**config.mk**
```make
export PLATFORM = sky130hd
export DESIGN_NAME = kpn_queue_channel
export DESIGN_NICKNAME = d
export VERILOG_FILES = /design/src/rtl/kpn_queue_channel.sv
export SDC_FILE = /design/constraint.sdc
export NUM_CORES = 1
export LEC_CHECK = 0
export ABC_AREA = 1
export CAP_MARGIN = 20
export CORE_AREA = 2 2 218 305
export CTS_CLUSTER_SIZE = 28
export DETAILED_ROUTE_END_ITERATION = 6
export DIE_AREA = 0 0 220 307
export HOLD_SLACK_MARGIN = 0.05
export PLACE_DENSITY = 0.55
export SYNTH_ARGS = -nofsm -noshare
export SYNTH_HDL_FRONTEND = slang
export SYNTH_SLANG_ARGS = --single-unit
```
**constraint.sdc**
```tcl
create_clock -name clk -period 2.8 [get_ports clk]
set_input_delay 0.56 -clock clk [delete_from_list [all_inputs] [get_ports clk]]
set_output_delay 0.56 -clock clk [all_outputs]
set_load 0.01 [all_outputs]
```
**src/rtl/kpn_queue_channel.sv**
```systemverilog
// kpn_queue_channel
//   KPN channel FIFO whose storage starts out holding initial tokens, so a
//   process network can begin firing without a producer having run first.
//   MODE 0 behaves as an ordinary producer/consumer queue. MODE 1 is a replay
//   source: writes are refused and the precharge tokens are emitted in a loop.
//
//   Parameters
//     DATA_WIDTH       token width
//     ADDR_BITS        depth = 2**ADDR_BITS
//     PRECHARGE_COUNT  tokens valid after reset (0..depth)
//     MODE             0 = FIFO, 1 = replay source
//     INIT_FILE        image name
//     INIT_IMAGE       packed initial contents, entry i at bits
//                      [i*DATA_WIDTH +: DATA_WIDTH]
//
//   Ports
//     clk, reset             rising-edge clock, synchronous active-high reset
//     wr_in, data_in, full   write side; full is combinational
//     rd_in, data_out,       read side; data_out is registered and valid_out
//     valid_out, empty       strobes for one cycle per accepted read
//     count                  occupancy (0..depth)
//     overflow, underflow    sticky error flags, cleared only by reset
module kpn_queue_channel #(
  parameter int                                        DATA_WIDTH      = 16,
  parameter int                                        ADDR_BITS       = 5,
  parameter int                                        PRECHARGE_COUNT = 4,
  parameter int                                        MODE            = 0,
  parameter string                                     INIT_FILE       = "",
  parameter logic [(2**ADDR_BITS)*DATA_WIDTH-1:0]      INIT_IMAGE      = '0
) (
  input  logic                  clk,
  input  logic                  reset,
  input  logic                  wr_in,
  input  logic [DATA_WIDTH-1:0] data_in,
  output logic                  full,
  input  logic                  rd_in,
  output logic [DATA_WIDTH-1:0] data_out,
  output logic                  valid_out,
  output logic                  empty,
  output logic [ADDR_BITS:0]    count,
  output logic                  overflow,
  output logic                  underflow
);

  localparam int                DEPTH   = 2**ADDR_BITS;
  localparam logic [ADDR_BITS:0]   DEPTH_C = (ADDR_BITS+1)'(DEPTH);
  localparam logic [ADDR_BITS:0]   PC_CNT  = (ADDR_BITS+1)'(PRECHARGE_COUNT);
  localparam logic [ADDR_BITS-1:0] W_INIT  = ADDR_BITS'(PRECHARGE_COUNT % DEPTH);
  // Index of the last precharge token; only meaningful when PRECHARGE_COUNT > 0.
  localparam logic [ADDR_BITS-1:0] R_LAST  = ADDR_BITS'(PRECHARGE_COUNT - 1);
  localparam bit                   REPLAY  = (MODE != 0);

  logic [DATA_WIDTH-1:0] mem [DEPTH];
  logic [ADDR_BITS-1:0]  r_ptr, w_ptr;
  logic                  rd_acc, wr_acc;

  // Elaboration-time contents only; reset never touches the storage array.
  initial begin
    for (int i = 0; i < DEPTH; i++) mem[i] = INIT_IMAGE[i*DATA_WIDTH +: DATA_WIDTH];
  end

  // Replay mode reports full permanently so producers are always refused.
  assign full   = REPLAY || (count == DEPTH_C);
  assign empty  = (count == '0);
  assign rd_acc = rd_in && !empty;
  assign wr_acc = wr_in && !full;

  always_ff @(posedge clk) begin
    if (wr_acc) mem[w_ptr] <= data_in;
  end

  always_ff @(posedge clk) begin
    if (reset) begin
      r_ptr     <= '0;
      w_ptr     <= W_INIT;
      count     <= PC_CNT;
      data_out  <= '0;
      valid_out <= 1'b0;
      overflow  <= 1'b0;
      underflow <= 1'b0;
    end else begin
      valid_out <= rd_acc;
      if (rd_acc) data_out <= mem[r_ptr];
      if (wr_acc) w_ptr <= w_ptr + 1'b1;
      if (wr_in && full)  overflow  <= 1'b1;
      if (rd_in && empty) underflow <= 1'b1;

      if (REPLAY && rd_acc && (r_ptr == R_LAST)) begin
        // Last precharge token consumed: rewind so the stream repeats.
        r_ptr <= '0;
        count <= PC_CNT;
      end else begin
        if (rd_acc) r_ptr <= r_ptr + 1'b1;
        case ({wr_acc, rd_acc})
          2'b10:   count <= count + 1'b1;
          2'b01:   count <= count - 1'b1;
          default: count <= count;
        endcase
      end
    end
  end

endmodule

```
== Yosys cells after proc, flatten, opt, wreduce, memory -nomap -nowiden ==
Memory sizes are Yosys's and may differ from the RTL's. A register that Yosys moved wholly into a read port is not among the register bits.
Cells that the tools add are included.
Storage, ports and cells
  register bits after elaboration: 19
  memory bits (writable): 512
  bits of input ports: 20
  output and inout port bits: 27
  logic and storage cells: 25
  memories kept: 1
Memories
  mem: words 32, bits a word 16, rd ports 1, clocked after memory_dff 1, wr ports 1, line 53  | logic [DATA_WIDTH-1:0] mem [DEPTH];
Operators by class
  $add $sub $neg: 4
  eq/ne operators: 3
  mux-type cells: 3
  reduce and logical (&&, ||, !) cells: 8
Operators with widths (number)
  $pmux W6 S2: 1
  $add A5 B1 Y5 const B: 2
  $add A6 B1 Y6 const B: 1
  $eq A6 B6 Y1 const B: 1
  $logic_not A6 Y1: 1
  $sub A6 B1 Y6 const B: 1
  $logic_and A1 B1 Y1: 4
  $eq A2 B1 Y1 const B: 1
  $eq A2 B2 Y1 const B: 1
  $logic_not A1 Y1: 2
  $mux W1: 2
  $reduce_bool A2 Y1: 1

== Depth between registers and ports, before layout ==
  word-level depth: 5
  gate-level depth with buffers: 17
  depth with buffers taken out: 16

== Least setup slack after synthesis ==
No wires, ideal clock.
  path kind: register to register
  start point: register count[0]
  end point: memory mem[7][0] (enable)
  library setup time: 0.409 ns
  data arrival time: 1.940 ns
  required time: 2.391 ns
  path slack: 0.451 ns
  cell stages (with the launch flop): 7
  buffers on the path: 0
  clock period less this slack: 2.349 ns
  path through: dfxtp_1 -> inv_2 -> nand3_1 -> nor2_1 -> nand2_1 -> nand2_2 -> nor3_1
On the way
  cells in the longest elaborated chain, start to end: 5
Ends and longest elaborated chain
  start: declaration: line 40  | output logic [ADDR_BITS:0] count,
  start signal: assignment: line 95  | 2'b10: count <= count + 1'b1;
  start signal: assignment: line 96  | 2'b01: count <= count - 1'b1;
  start signal: assignment: line 97  | default: count <= count;
  $eq A6 B6 Y1: line 63  | assign full = REPLAY || (count == DEPTH_C);
  $logic_not A1 Y1: line 66  | assign wr_acc = wr_in && !full;
  $logic_and A1 B1 Y1: line 66
  $mux W1: line 69  | if (wr_acc) mem[w_ptr] <= data_in;
  $mux W1 (not written as such): line 69
  end: declaration: line 53
No other way between the ends.

== Worst setup path after layout ==
  start point: register count[0]
  end point: output port full
On the way
  cells in the longest elaborated chain, start to end: 1
Ends and longest elaborated chain
  $eq A6 B6 Y1: line 63
  end: declaration: line 35  | output logic full,
No other way between the ends.

==> impl_metrics.env <==
export IMPL_start_util_pct=35.5
export IMPL_syn_nets=2213
export IMPL_finalSetupViolCount=0
export IMPL_final_cell_mix="nand2_1, edfxtp_1, nand3_1, inv_1, nor2_1"
export IMPL_regArea_um2=16100
export IMPL_worst_ep_required_time_ns=2.24
export IMPL_setup_worst_path_start="count[0]$_SDFFE_PP0P_"
export IMPL_post_cts_setup_buffers=0
export IMPL_num_vias=15300
export IMPL_die_w_um=220
export IMPL_fill_cells=6298
export IMPL_worstPathArrival_ns=1.98
export IMPL_clkTransAtPathRegs_ns=0.06
export IMPL_grt_setup_unrepaired="no"
export IMPL_rows=111
export IMPL_ctsLongestPathBuffers=3
export IMPL_ys_flop_type="edfxtp_1"
export IMPL_ctsHoldBuffers=0
export IMPL_synth_enable_flop_cells=512
export IMPL_hold_path_startpoint="data_out[6]$_SDFFE_PP0P_"
export IMPL_min_path_type="reg -> reg"
export IMPL_fin_tns_setup_ns=0
export IMPL_outcome="finished clean"
export IMPL_drive_above_1_share_pct=8.14
export IMPL_coreArea_um2=65000
export IMPL_relSlewSlack_pct=50.7
export IMPL_path_class="reg -> out"
export IMPL_synth_async_reset_ratio_pct=0
export IMPL_crit_slowest_cell="clkdlybuf4s50_1"
export IMPL_grt_total_usage_pct=18.2
export IMPL_yosys_warnings=0
export IMPL_fp_dieH_um=307
export IMPL_max_stage_delay_ns=0.53
export IMPL_diodes=0
export IMPL_yosysSeqAreaShare_pct=69.6
export IMPL_cts_buffers=53
export IMPL_drtIter0Drc=1086
export IMPL_drv_cap=0
export IMPL_overflow=0
export IMPL_antenna_found_initial=1
export IMPL_end_kind="primary output"
export IMPL_finalNonFillerCells=3156
export IMPL_syn_to_final_growth_pct=15.4
export IMPL_fin_crit_ns=2.54
export IMPL_r2r_start="count[0]$_SDFFE_PP0P_"
export IMPL_ir_drop_mv=0.477
export IMPL_cts_root_buf="clkbuf_16"
export IMPL_multi_input_comb_area_um2=5510
export IMPL_final_period_utilization_pct=90.7
export IMPL_ys_types=26
export IMPL_drt_pass1_iterations=6
export IMPL_p_leak_uw=0.0105
export IMPL_fmax_mhz=394
export IMPL_syn_area_um2=23100
export IMPL_crit_chain="inv_2 -> nand3_1 -> nor2_1 -> nand2_1 -> inv_1 -> clkdlybuf4s50_1"
export IMPL_totalWireLength_um=60900
export IMPL_netlist_instances=2182
export IMPL_cts_max_level=2
export IMPL_start_kind="flip-flop"
export IMPL_grt_pass1_vias=15100
export IMPL_dieArea_um2=67500
export IMPL_ys_ff_latch=547
export IMPL_drv_slew=0
export IMPL_fin_nets=2295
export IMPL_avgSynthCellArea_um2=10.6
export IMPL_ant_nets=0
export IMPL_final_hold_violation_count=0
export IMPL_portBuffers=46
export IMPL_viasPerCell=4.85
export IMPL_drc=0
export IMPL_grt_max_degree=131
export IMPL_cts_tree="built"
export IMPL_tightestPinTransition_ns=0.739
export IMPL_grt_pass1_wl_um=91800
export IMPL_gp_congestion=0.855
export IMPL_ioPinCount=47
export IMPL_dpl_hpwl_um=37000
export IMPL_critPathMaxFanout=4
export IMPL_fin_skew_ns=0.0249
export IMPL_worst_skew_pair_late_latency_ns=0.59
export IMPL_routedWlPerCell_um=19.3
export IMPL_cts_resized=0
export IMPL_p_per_area_nw_per_um2=692
export IMPL_cts_sinks=547
export IMPL_post_place_cells=3056
export IMPL_layout_commonest_cell="nand2_1"
==> registers in the layout, summed over array words and instances (netlist names) <==
name / cells
w_ptr: 5
underflow: 1
overflow: 1
data_out: 16
valid_out: 1
mem: 512
count: 6
r_ptr: 5
==> final cells by class <==
class / instances / share of cell area [%]
repair buffers: 138 / 4.84
inverters: 239 / 3.39
clock inverters: 30 / 1.26
multi-input cells: 1285 / 20.7
clock buffers: 70 / 5.49
flip-flops and latches: 547 / 60.4
well taps: 847 / 3.98
==> cells in the mapped netlist (12+ instances only) <==
master / n / area share (%)
o21ai_0: 27 / 0.59
edfxtp_1: 512 / 67
inv_1: 232 / 3.8
clkbuf_1: 17 / 0.28
nand2_1: 717 / 12
buf_4: 12 / 0.39
buf_2: 68 / 1.5
nor2_1: 136 / 2.2
nand3_1: 314 / 6.8
a21oi_1: 65 / 1.4
dfxtp_1: 35 / 3.0
buf_6: 12 / 0.59
==> stage by stage <==
stage | cell area (um^2) | total power, uW | utilization [%] | hold slack, ns | setup slack, ns
floorplan | 23100 | 10500 | - | 0.488 | 0.451
global placement | 24800 | 11200 | 38.2 | 0.455 | 0.153
detailed placement | 24800 | 11200 | 38.2 | 0.458 | 0.245
CTS | 26600 | 18600 | 41.0 | 0.468 | 0.222
global route | 26600 | 19100 | 41.0 | 0.498 | 0.117
finish | 26600 | 18400 | 41.0 | 0.465 | 0.261
==> critical path, delay by kind of cell, from the launching register on <==
family        cells  cell delay (ns)
simple gates      3             0.35
buf+inv           3             0.72
flops             1             0.34
==> metal layers <==
layer | vias up | GRT usage (%) | wire [um]
li1 | 7371 | - | -
met1 | 7406 | 23.4 | 25400
met2 | 411 | 31.5 | 30700
met3 | 104 | 1.83 | 2610
met4 | 0 | 6.90 | 2140
met5 | - | 0 | 0
==> path summary, 6_finish.rpt <==
check	endpoint	slack, ns	cells past startpoint
worst max-delay path	full	0.26	6
worst min-delay path	data_out[6]$_SDFFE_PP0P_	0.46	2
worst max register to register	count[5]$_SDFFE_PP0P_	0.46	16
worst min register to register	data_out[6]$_SDFFE_PP0P_	0.46	2
==> logic make-up after synthesis <==
kind of cell               Yosys count  share of synthesized area, %
and+or+nand+nor                   1175                          20.9
adders and majority gates           11                         0.629
buffers and inverters              350                          6.65
xor gates and xnor gates             5                         0.190
DFF                                547                          69.6
AOI/OAI and AO/OA                   94                          2.04
==> power breakdown <==
group          switching, uW  internal, uW
Clock                   3050          4330
Combinational           1330           599
Sequential              76.8          9040
Total                   4460         14000
(Power assumes the default switching activity.)
